<file path="config.mk">
export PLATFORM = sky130hd
export DESIGN_NAME = output_layer_tx
export DESIGN_NICKNAME = d
export VERILOG_FILES = /design/src/rtl/output_layer_tx_pkg.sv /design/src/rtl/output_layer_tx_fifo.sv /design/src/rtl/output_layer_tx.sv
export SDC_FILE = /design/constraint.sdc
export NUM_CORES = 1
export LEC_CHECK = 0
export BUFFER_PORTS_ARGS = -buffer_cell sky130_fd_sc_hd__buf_2
export CORE_MARGIN = 1
export CORE_UTILIZATION = 62
export DETAILED_ROUTE_END_ITERATION = 16
export GPL_TIMING_DRIVEN = 0
export PLACE_DENSITY = 0.92
export SLEW_MARGIN = 10
export SYNTH_ARGS = -nofsm -noshare
export SYNTH_HDL_FRONTEND = slang
export SYNTH_HIERARCHICAL = 1
export SYNTH_SLANG_ARGS = --single-unit
</file>
<file path="constraint.sdc">
create_clock -name clk -period 5.45 [get_ports clk]
set_input_delay 0.8175 -clock clk [delete_from_list [all_inputs] [get_ports clk]]
set_output_delay 0.8175 -clock clk [all_outputs]
set_load 0.01 [all_outputs]
</file>
<file path="src/rtl/output_layer_tx_pkg.sv">
// output_layer_tx_pkg: shared defaults and width helpers for the output-layer transmitter
package output_layer_tx_pkg;
  localparam int NOUT_DEF            = 3;
  localparam int BIT_WIDTH_DEF       = 8;
  localparam int SPATIAL_DEF         = 25;
  localparam int FIFO_DEPTH_DEF      = 4;
  localparam int FRAME_CNT_WIDTH_DEF = 8;
  function automatic int clog2_min1(input int v);
    return (v <= 2) ? 1 : $clog2(v);
  endfunction
endpackage

</file>
<file path="src/rtl/output_layer_tx_fifo.sv">
// output_layer_tx_fifo: synchronous FIFO with registered head, cleared memory on reset
module output_layer_tx_fifo
  import output_layer_tx_pkg::*;
#(
  parameter int WIDTH = 8,
  parameter int DEPTH = 4
) (
  input  logic                       clk,
  input  logic                       rst,
  input  logic                       push,
  input  logic                       pop,
  input  logic [WIDTH-1:0]           wdata,
  output logic [WIDTH-1:0]           rdata,
  output logic                       full,
  output logic                       empty,
  output logic [clog2_min1(DEPTH):0] count
);
  localparam int AW = clog2_min1(DEPTH);
  localparam int CW = AW + 1;
  logic [WIDTH-1:0] mem [DEPTH];
  logic [AW-1:0] wr_ptr, rd_ptr;
  logic do_push, do_pop;
  assign full    = count == CW'(DEPTH);
  assign empty   = count == '0;
  assign do_push = push & ~full;
  assign do_pop  = pop & ~empty;
  assign rdata   = mem[rd_ptr];
  always_ff @(posedge clk) begin
    if (rst) begin
      wr_ptr <= '0;
      rd_ptr <= '0;
      count  <= '0;
      for (int i = 0; i < DEPTH; i++) mem[i] <= '0;
    end else begin
      if (do_push) begin
        mem[wr_ptr] <= wdata;
        wr_ptr      <= wr_ptr + 1'b1;
      end
      if (do_pop) rd_ptr <= rd_ptr + 1'b1;
      count <= count + CW'(do_push) - CW'(do_pop);
    end
  end
endmodule

</file>
<file path="src/rtl/output_layer_tx.sv">
// output_layer_tx: buffers conv-core pixels and streams them out with pixel/frame tracking
module output_layer_tx
  import output_layer_tx_pkg::*;
#(
  parameter int Nout               = NOUT_DEF,
  parameter int BIT_WIDTH          = BIT_WIDTH_DEF,
  parameter int OUTPUT_SPATIAL_DIM = SPATIAL_DEF,
  parameter int FIFO_DEPTH         = FIFO_DEPTH_DEF,
  parameter int FRAME_CNT_WIDTH    = FRAME_CNT_WIDTH_DEF
) (
  input  logic                                      clk,
  input  logic                                      rst,
  input  logic                                      core_valid,
  input  logic [Nout*BIT_WIDTH-1:0]                 core_data,
  output logic                                      core_rdy,
  output logic                                      output_layer_valid,
  output logic [Nout*BIT_WIDTH-1:0]                 output_layer_data,
  input  logic                                      output_layer_rdy,
  output logic [clog2_min1(OUTPUT_SPATIAL_DIM)-1:0] pixel_idx,
  output logic [FRAME_CNT_WIDTH-1:0]                frame_count,
  output logic                                      frame_done
);
  localparam int W  = Nout * BIT_WIDTH;
  localparam int PW = clog2_min1(OUTPUT_SPATIAL_DIM);
  localparam int CW = clog2_min1(FIFO_DEPTH) + 1;
  logic push, pop, full, empty, last;
  logic [CW-1:0] fifo_count;
  assign core_rdy           = ~rst & ~full;
  assign output_layer_valid = fifo_count != '0;
  assign push               = core_valid & core_rdy;
  assign pop                = ~empty & output_layer_rdy;
  assign last               = pixel_idx == PW'(OUTPUT_SPATIAL_DIM - 1);
  output_layer_tx_fifo #(.WIDTH(W), .DEPTH(FIFO_DEPTH)) u_fifo (
    .clk   (clk),
    .rst   (rst),
    .push  (push),
    .pop   (pop),
    .wdata (core_data),
    .rdata (output_layer_data),
    .full  (full),
    .empty (empty),
    .count (fifo_count)
  );
  always_ff @(posedge clk) begin
    if (rst) begin
      pixel_idx   <= '0;
      frame_count <= '0;
      frame_done  <= 1'b0;
    end else begin
      frame_done <= pop & last;
      if (pop) begin
        pixel_idx <= last ? '0 : pixel_idx + 1'b1;
        if (last) frame_count <= frame_count + 1'b1;
      end
    end
  end
endmodule

</file>
Yosys cells after proc, flatten, opt, wreduce, memory -nomap -nowiden:

Memory sizes are Yosys's and may differ from the RTL's. A register that Yosys moved wholly into a read port is not among the register bits.
Cells that the tools add are included.

* output and inout bits: 40
* bits of input ports: 28
* logic and storage cells: 39
* flip-flop bits (word level): 21
* memory bits (writable): 96
* memories kept: 1

Memory list
* u_fifo.mem: words 4, bits a word 24, rd ports 1, clocked after Yosys merged registers in 1, write ports 4, line output_layer_tx_fifo.sv:20 `logic [WIDTH-1:0] mem [DEPTH];`

* reduce and logical (&&, ||, !) cells: 4
* equality and inequality tests: 2
* muxes and demuxes: 11
* bitwise logic cells: 9
* add/sub/neg operators: 6

Operators with widths (count)
* $mux W24: 1
* $reduce_or A24 Y1: 1
* $add A8 B1 Y8 const B: 1
* $and A1 B1 Y1: 6
* $mux W1: 6
* $mux W2: 3
* $add A5 B1 Y5 const B: 1
* $eq A5 B5 Y1 const B: 1
* $mux W5: 1
* $add A2 B1 Y2 const B: 2
* $add A3 B1 Y3: 1
* $eq A3 B3 Y1 const B: 1
* $logic_not A3 Y1: 1
* $not A1 Y1: 3
* $reduce_bool A3 Y1: 1
* $sub A3 B1 Y3: 1
* $reduce_and A2 Y1: 1

Longest topological paths before layout:

Gate-level depths: netlist of run 1.

* depth after elaboration: 10
* depth in mapped cells: 13
* gate-level depth less buffers: 12

Hierarchy:

Netlist of run 1, hierarchy kept.

By module, submodules not included
* output_layer_tx_fifo: instances 1, area each 4705.8 sq um, sequential area each 3062.9 sq um, cells an instance 281
* output_layer_tx: instances 1, area each 698.2 sq um, sequential area each 280.3 sq um, cells an instance 81

Worst setup path before layout of run 1:

OpenSTA, ideal clock, no wires.

* kind: input to register
* from: in rst
* to: mem u_fifo/mem[2][0] (netlist bit) (enable)
* arrival time: 3421 ps
* stages on the path: 5
* slack: 1591 ps
* path through: clkbuf_1 nor2_1 and2_1 or2b_4 o21ai_0

RTL lines
* start: declaration: line output_layer_tx.sv:12 `input logic rst,`
* end: declaration: line output_layer_tx_fifo.sv:20

==> flow_metrics.tcl, run 1 <==
set metrics [dict create \
    status "finished clean" \
    ioPinCount 68 \
    hold_viol_final 0 \
    route.antenna.remaining_nets 0 \
    post-route-min-period_ps 3220 \
    h-tree-depth 4 \
    r2r_cells 13 \
    synth-async-reset-ratio_pct 0 \
    ys_ff_latch 119 \
    critical_path_depth 7 \
    drt-initial-drc-count 141 \
    path_buf_inv 3 \
    critPathKind "input pin to register" \
    nets 484 \
    clkTransAtPathRegs_ps 60 \
    hp-class "register to register" \
    whs_endpoint "frame_count[4]" \
    cts_root_buf "clkbuf_8" \
    finClkSkew_ps 6.00 \
    globalRouteOverflowTotal 0 \
    tritoncts "done" \
    die_area_sq_um 9090 \
    fillerInstances 470 \
    vias 3296 \
    rr_endpoint "u_fifo/count[2]" \
    initial_utilization_pct 64.8 \
    worstMarginPinSlew_ps 1200 \
    r2r_slack_ps 2350 \
    cts_setup_buffers 0 \
    arrival_ps 3330 \
    post_drt_wl_per_cell_um 19.4 \
    routed_wl_mm 11.0 \
    hold_depth 2 \
    clock_path_buffers 2 \
    dp.cells 536 \
    synth_cell_types 44 \
    power_leakage_nw 2.52 \
    synth_flop_cell "edfxtp_1" \
    clk_latency_ps 500 \
    relSlewSlack_pct 20.0 \
    die_h_um 95.4 \
    multiInputGateArea_sq_um 1910 \
    hpwlAfterDp_mm 6.81 \
    track_usage_pct 27.0 \
    rsz0062_at_grt "no" \
    most-common-layout-cells "edfxtp_1, and2_1, buf_2, mux4_2, dfxtp_1" \
    period_share_pct 59.1 \
    grt_antenna_before_repair 0 \
    synth_area_per_cell_sq_um 14.9 \
    seqCellArea_sq_um 3340 \
    yosys_warnings 6 \
    r2r_start "u_fifo/count[1]" \
    dr.pass1.iters 6 \
    avgViaCountPerCell 5.80 \
    synthCells 362 \
    die_w_um 95.4 \
    synth-seq-area-share_pct 61.9 \
    syn-num-nets 396 \
    critPathSlowestCell "or2_1" \
    critical_path.top_delay_family "simple AND/OR/NAND/NOR gates" \
    worst_ep_required_time_ps 5560 \
    drcViolationCount 0 \
    cts_buffers 17 \
    synth_edf_count 96 \
    maxSlewViolCount 0 \
    clock-sinks 119 \
    drive_gt1_share_pct 35.4 \
    stdcell_count 568 \
    grt_pass1_wl_mm 17.3 \
    max-cap-violations 0 \
    num_rows 33 \
    holdBufCountCts 0 \
    syn_area_sq_um 5400 \
    core_area_sq_um 8340 \
    fmax_mhz 311 \
    min_from "frame_count[4]" \
    finalSetupViolations 0 \
    start_kind "input pin" \
    grt_max_degree 25 \
    io_buffers 67 \
    endpoint_kind "register" \
    place.gp.congestion 0.803 \
    cts-resized-gates 0 \
    grt_pass1_vias 3467 \
    cp_max_fo 24 \
    final_common_cell "edfxtp_1" \
    critPathMaxStageDelay_ps 980 \
    antenna_cells 0 \
    cp_cell_sequence "buf_2, clkbuf_1, nor2_1, and2_1, inv_1, nor4b_4, or2_1" \
    power.density_nw_per_um2 394 \
    finalSetupTns_ps 0 \
    ir_drop_v 0.000354 \
    syn_to_final_growth_pct 19.7 \
]
## kinds of logic after synthesis
group / after synthesis / synth area share [%]
AO/OA/AOI/OAI: 25 / 2.73
XOR/XNOR: 5 / 0.811
adder cells (fa/ha/maj): 6 / 1.53
buffers and inverters: 30 / 3.31
flip-flops: 119 / 61.9
multiplexers: 27 / 10.7
AND/OR/NAND/NOR: 150 / 19.1
## worst register-to-register path: stages, from the launching register on
cell and delay (ps):
dfxtp_1 380, nor3_1 510, nand2b_1 260, buf_2 240, inv_1 130, o31ai_1 120, inv_1 80, ha_1 280
inv_1 40, ha_1 180, fa_1 380, xnor2_1 180, xnor2_1 150, nor2_1 60
## area by class of cell
type | count | share of cell area (%)
clock inverter | 14 | 1.72
inverter | 12 | 0.696
buffer | 18 | 2.07
timing repair buffer | 69 | 5.84
sequential | 119 | 51.7
tap | 105 | 2.03
clock buffer | 18 | 6.46
multi-input combinational | 213 | 29.5
## synth_stat cells, types with 6 or more instances
| cell type | n | area (sq um) |
|---|---|---|
| edfxtp_1 | 96 | 2880 |
| and2_1 | 80 | 500 |
| mux4_2 | 24 | 541 |
| dfxtp_1 | 23 | 460 |
| and2_4 | 17 | 149 |
| inv_1 | 12 | 45.0 |
| nor2_1 | 11 | 41.3 |
| a21oi_1 | 9 | 45.0 |
| buf_6 | 8 | 90.1 |
| o21ai_0 | 7 | 35.0 |
| or3_1 | 7 | 43.8 |
| nand2_1 | 6 | 22.5 |
## power by group
part           total (mW)  internal (mW)  switching (mW)
logic               0.464          0.219           0.245
registers            1.10           1.06          0.0429
clock network       0.978          0.596           0.383
total                2.55           1.87           0.671
## per-stage QoR
step / hold slack (ps) / power (mW) / cell area [sq um] / setup WS [ps] / util, %
floorplan: 459 / 1.43 / 5400 / 1590 / -
global placement: 475 / 1.56 / 5870 / 128 / 70.4
detailed placement: 511 / 1.58 / 5940 / 1740 / 71.2
CTS: 524 / 2.56 / 6470 / 2240 / 77.5
global route: 565 / 2.65 / 6470 / 2000 / 77.5
finish: 522 / 2.55 / 6470 / 2230 / 77.5
## flip-flops by register name, summed over array words and instances (netlist names), named ones only
register       cells
pixel_idx          5
u_fifo/rd_ptr      2
frame_count        8
u_fifo/wr_ptr      2
frame_done         1
u_fifo/count       3
u_fifo/mem        96
## how the worst max path moves through the flow
| stage | start | endpoint | slack (ps) |
|---|---|---|---|
| CTS | rst | u_fifo/mem[0][13] | 2240 |
| global placement | rst | u_fifo/mem[2][11] | 130 |
| finish | rst | u_fifo/mem[0][22] | 2230 |
| detailed placement | rst | u_fifo/mem[0][5] | 1740 |
| global route | u_fifo/count[1] | u_fifo/count[2] | 2000 |
| floorplan | rst | u_fifo/mem[2][0] | 1590 |
## per-layer routing
layer	GRT usage, %	part of all wire, %	up-vias
met5	0	0	-
met4	11.6	1.5	0
met3	8.69	7.3	19
met2	45.8	52	132
met1	31.6	39	1635
li1	-	-	1510
(Power assumes the default switching activity.)
==> run 2, diff against run 1 <==
- CORE_UTILIZATION: 62 -> 58
- PLACE_DENSITY: 0.92 -> 0.87
- clock period: 5.45 -> 3.27 ns (I/O delays scaled with it)
==> run 2 against run 1 <==
The flow now finishes with violations (DRC). Worst hold slack worse by 240 ps. Sequential power up 67%. Cell count up 0.70%. Non-clock buffer count unchanged. Combinational power up 66%. First-iteration DRC count up 62%. Via count down 0.70%. Die area up 6.7%. Largest power group is now clock. Worst setup slack worse by 2000 ps. Critical path depth down 1. Critical endpoint is now u_fifo/mem[0][17].
==> flow_metrics.tcl, run 2 (synthesis results as in run 1) <==
set metrics [dict create \
    status "finished with violations" \
    violations "DRC" \
    dr.pass1.iters 14 \
    clock-sinks 119 \
    core_area_sq_um 8890 \
    grt_pass1_vias 3514 \
    grt_pass1_wl_mm 16.9 \
    clk_latency_ps 520 \
    cp_cell_sequence "nor3b_4, nor2_1, and2_1, inv_1, nor4b_4, or2_1" \
    reg_top3 "u_fifo/mem: 96 flops, frame_count: 8 flops, pixel_idx: 5 flops" \
    clkTransAtPathRegs_ps 60 \
    drcViolationCount 2 \
    clock_path_buffers 2 \
    place_ws_ps -223 \
    cellInternalPower_mw 3.37 \
    hp-class "input pin to register" \
    die_w_um 98.5 \
    hold_viol_final 0 \
    most-common-layout-cells "edfxtp_1, and2_1, buf_2, mux4_2, dfxtp_1" \
    final_common_cell "edfxtp_1" \
    power.density_nw_per_um2 690 \
    cp_max_fo 24 \
    r2r_slack_ps 190 \
    endpoint_kind "register" \
    relSlewSlack_pct 17.2 \
    top_register "u_fifo/mem" \
    track_usage_pct 24.0 \
    drt-initial-drc-count 228 \
    multiInputGateArea_sq_um 1910 \
    worstMarginPinSlew_ps 1240 \
    holdBufCountCts 0 \
    die_area_sq_um 9710 \
    rr_endpoint "u_fifo/mem[0][17]" \
    seqPwrFrac_pct 40.6 \
    fillerInstances 532 \
    timing.final.ws_setup_ps 186 \
    fmax_mhz 324 \
    nets 484 \
    ioPinCount 68 \
    worst_ep_required_time_ps 3390 \
    critPathKind "register to register" \
    crit_start "u_fifo/count[1]" \
    finClkSkew_ps 6.95 \
    die_h_um 98.5 \
    grt_max_degree 25 \
    grt_antenna_before_repair 2 \
    seqCellArea_sq_um 3340 \
    r2r_cells 6 \
    critPathMaxStageDelay_ps 1010 \
    maxSlewViolCount 0 \
    critical_path.top_delay_family "simple AND/OR/NAND/NOR gates" \
    cp-endpoint "u_fifo/mem[0][17]" \
    tritoncts "done" \
    hpwlAfterDp_mm 6.91 \
    cts_root_buf "clkbuf_8" \
    max-cap-violations 0 \
    routed_wl_mm 10.8 \
    h-tree-depth 4 \
    vias 3273 \
    start_kind "register" \
    r2r_start "u_fifo/count[1]" \
    rsz0062_at_grt "yes" \
    pwr-share-comb_pct 17.0 \
    power_mw 4.53 \
    num_rows 34 \
    power_leakage_nw 2.57 \
    avgViaCountPerCell 5.72 \
    io_buffers 67 \
    post_drt_wl_per_cell_um 18.9 \
    ir_drop_v 0.000458 \
    p_clk_share_pct 42.4 \
    finalSetupViolations 0 \
    p_sw_share_pct 25.6 \
    largest_reg_flops 96 \
    critical_path_depth 6 \
    cts-resized-gates 0 \
    path_buf_inv 1 \
    period_share_pct 94.3 \
    syn_to_final_growth_pct 21.4 \
    globalRouteOverflowTotal 0 \
    finalSetupTns_ps 0 \
    arrival_ps 3210 \
    power_switching_mw 1.16 \
    initial_utilization_pct 60.8 \
    place.gp.congestion 0.783 \
    route.antenna.remaining_nets 0 \
    cts_buffers 17 \
    critPathSlowestCell "or2_1" \
    cts_setup_buffers 0 \
    drive_gt1_share_pct 36.1 \
    post-route-min-period_ps 3080 \
]
## run 2: layout make-up
class / count / area share [%]
flip-flops and latches: 119 / 50.9
multi-input cells: 213 / 29.1
clock buffers: 17 / 6.31
repair buffers: 69 / 5.76
clock inverters: 15 / 3.11
well taps: 108 / 2.06
plain buffers: 18 / 2.04
inverters: 12 / 0.686
diodes: 1 / 0.0381
## run 2: power groups by stage
stage               sequential (mW)  clock (mW)  combinational [mW]
global route                   1.85        2.00               0.835
floorplan                      1.85           0               0.533
global placement               1.86           0               0.737
CTS                            1.84        1.94               0.781
finish                         1.84        1.92               0.770
detailed placement             1.87           0               0.776
## run 2: how the worst min path moves through the flow
stage	startpoint	cells after the start	to	slack, ps
after floorplan	u_fifo/rd_ptr[1]	2	register	460
after global placement	u_fifo/rd_ptr[1]	2	register	470
after detailed placement	frame_count[4]	2	frame_count[4]	510
after CTS	core_data[1]	2	u_fifo/mem[1][1]	260
after global routing	core_data[1]	2	u_fifo/mem[1][1]	270
final	core_data[1]	2	u_fifo/mem[1][1]	280
## run 2: layer usage
layer	global-route usage, %	vias to the layer above	wire (um)
li1	-	1510	-
met2	40.4	117	5670
met5	0	-	0
met3	7.38	21	636
met4	14.5	0	238
met1	27.1	1625	4290
## run 2: worst reg2reg max path, stage by stage (launching register included)
cell and delay (ps):
dfxtp_1 470, nor3b_4 160, nor2_1 170, and2_1 180, inv_1 140, nor4b_4 550, or2_1 1010
## run 2: through the flow
step	util [%]	hold WS [ps]	std cells	instance area (sq um)
3_5_place_dp	66.8	508	539	5940
5_1_grt	73.8	266	572	6560
2_1_floorplan	-	459	362	5410
3_3_place_gp	66.1	474	537	5880
6_report	73.8	283	572	6560
4_1_cts	73.8	259	571	6560
==> run 3, diff against run 2 <==
- CORE_UTILIZATION: 58 -> 57
- PLACE_DENSITY: 0.87 -> 0.86
- SYNTH_HIERARCHICAL: 1 -> not set
==> run 3 against run 2 <==
Count of clock-buffer cells in the layout stayed put. Largest cell class unchanged. Critical path depth is 2 lower. Largest power group is now sequential cells. The flow now finishes without violations. Sequential share of layout area is 2.5 points higher. Global-route usage is 0.053 points lower. Highest routed layer unchanged.
==> flow_metrics.tcl, run 3 <==
set metrics [dict create \
    status "finished clean" \
    arrival_ps 2310 \
    seqPwrFrac_pct 40.5 \
    nets 472 \
    post-route-min-period_ps 2800 \
    synth_edf_count 96 \
    top_register "u_fifo.mem" \
    cts-resized-gates 0 \
    power_leakage_nw 2.45 \
    p_clk_share_pct 39.6 \
    drt-initial-drc-count 169 \
    path_buf_inv 3 \
    synth-seq-area-share_pct 64.3 \
    die_w_um 97.5 \
    syn_area_sq_um 5200 \
    synth_common_cells "and2_1, edfxtp_1, mux4_2" \
    hpwlAfterDp_mm 6.37 \
    route.antenna.remaining_nets 0 \
    pwr-share-comb_pct 19.9 \
    cp_max_fo 10 \
    grt_antenna_before_repair 0 \
    syn-num-nets 387 \
    ys_ff_latch 119 \
    worstMarginPinSlew_ps 718 \
    synthCells 353 \
    cts_setup_buffers 0 \
    place.gp.congestion 0.775 \
    synth.largest_area_cell "edfxtp_1" \
    synth_area_leaders "edfxtp_1, and2_1, mux4_2" \
    holdBufCountCts 0 \
    critical_path.top_delay_family "buffers and inverters" \
    synth_cell_types 37 \
    clock-sinks 119 \
    grt_pass1_vias 3231 \
    post_drt_wl_per_cell_um 18.7 \
    critPathSlowestCell "clkbuf_1" \
    power_switching_mw 1.23 \
    clkTransAtPathRegs_ps 60 \
    die_area_sq_um 9510 \
    hold_viol_final 0 \
    syn_to_final_growth_pct 20.4 \
    clk_latency_ps 510 \
    tritoncts "done" \
    avgViaCountPerCell 5.56 \
    hp-class "input pin to register" \
    rsz0062_at_grt "no" \
    drt-met1-wl_mm 4.14 \
    reg_top3 "u_fifo.mem: 96 flops, frame_count: 8 flops, pixel_idx: 5 flops" \
    finalSetupTns_ps 0 \
    cp_cell_sequence "buf_1, clkbuf_1, mux4_2, buf_2" \
    timing.final.ws_setup_ps 471 \
    critPathMaxStageDelay_ps 580 \
    finalSetupViolations 0 \
    utilization_pct 71.4 \
    cellInternalPower_mw 3.41 \
    num_rows 34 \
    worst_ep_required_time_ps 2780 \
    relSlewSlack_pct 52.1 \
    most-common-layout-cells "and2_1, edfxtp_1, buf_2, mux4_2, dfxtp_1" \
    finClkSkew_ps 6.05 \
    grt_max_degree 25 \
    antenna_cells 0 \
    power.density_nw_per_um2 742 \
    synth_top_area_share_pct 55.5 \
    clock_path_buffers 2 \
    track_usage_pct 24.0 \
    largest_reg_flops 96 \
    globalRouteOverflowTotal 0 \
    core_area_sq_um 8760 \
    initial_utilization_pct 59.3 \
    place_ws_ps 822 \
    ioPinCount 68 \
    synth_area_per_cell_sq_um 14.7 \
    wl_met2_mm 5.40 \
    cts_root_buf "clkbuf_8" \
    drive_gt1_share_pct 32.4 \
    critPathKind "register to output port" \
    dr.pass1.iters 4 \
    io_buffers 66 \
    period_share_pct 85.6 \
    top_layer "met4" \
    wl_met3_um 627 \
    ir_drop_v 0.000516 \
    endpoint_kind "output port" \
    vias 3108 \
    drcViolationCount 0 \
    routed_wl_mm 10.5 \
    power_mw 4.64 \
    synth_flop_cell "edfxtp_1" \
    max-cap-violations 0 \
    yosys_warnings 0 \
    die_h_um 97.5 \
    p_sw_share_pct 26.5 \
    start_kind "register" \
    fmax_mhz 357 \
    h-tree-depth 4 \
    cts_buffers 17 \
    grt_pass1_wl_mm 16.7 \
    synth-async-reset-ratio_pct 0 \
    maxSlewViolCount 0 \
]
[run 3: changes by cell type after synthesis, sizes merged, moves of 4 or more]
cell / previous run / this run
xnor2: 3 / 11
nor2: 11 / 18
o21ai: 8 / 1
or3: 7 / 1
inv: 12 / 8
[run 3: metal layers]
layer / GRT usage [%] / up-vias
met3: 8.06 / 23
met2: 41.1 / 108
li1: - / 1445
met1: 27.6 / 1532
met5: 0 / -
met4: 9.73 / 0
[run 3: worst register-to-register path, cell delays in order (launching register included)]
cell and delay [ps]:
dfxtp_1 380, o31ai_4 430, inv_2 160, ha_1 310
inv_1 30, ha_1 180, fa_1 380, xnor2_1 210
xnor2_1 150, nor2_1 60
[run 3: worst paths after layout]
kind | slack (ps) | cells after the start | endpoint | startpoint
max reg2reg | 870 | 9 | u_fifo.count[2] | u_fifo.count[2]
min | 270 | 2 | u_fifo.count[1] | rst
min reg2reg | 510 | 2 | pixel_idx[1] | pixel_idx[1]
max | 470 | 4 | output_layer_data[3] | register
[run 3: cell type report]
type,count,area [sq um]
plain buffers,21,118
repair buffers,66,330
flip-flops and latches,119,3340
clock buffers,17,414
multi-input cells,205,1710
inverters,8,30.0
well taps,108,135
fillers,561,2510
clock inverters,15,179
[run 3: metrics by stage]
step	hold slack, ps	std cells	area [sq um]
after global placement	486	527	5660
after CTS	254	559	6260
after detailed placement	498	527	5660
after floorplan	485	353	5200
after global routing	269	559	6260
final	266	559	6260
[run 3: cells by family after synthesis]
group | synth area share [%]
mux | 10.4
xor+xnor | 2.02
fa+ha+maj | 1.59
simple gates | 16.8
flops | 64.3
buf+inv | 2.84
compound gates | 2.09
[run 3: power groups by stage]
stage | Sequential [mW] | Combinational [mW] | Clock (mW)
after floorplan | 1.88 | 0.646 | 0
after global placement | 1.89 | 0.900 | 0
after detailed placement | 1.91 | 0.932 | 0
after CTS | 1.88 | 0.943 | 1.84
after global routing | 1.89 | 1.01 | 1.92
final | 1.88 | 0.924 | 1.84
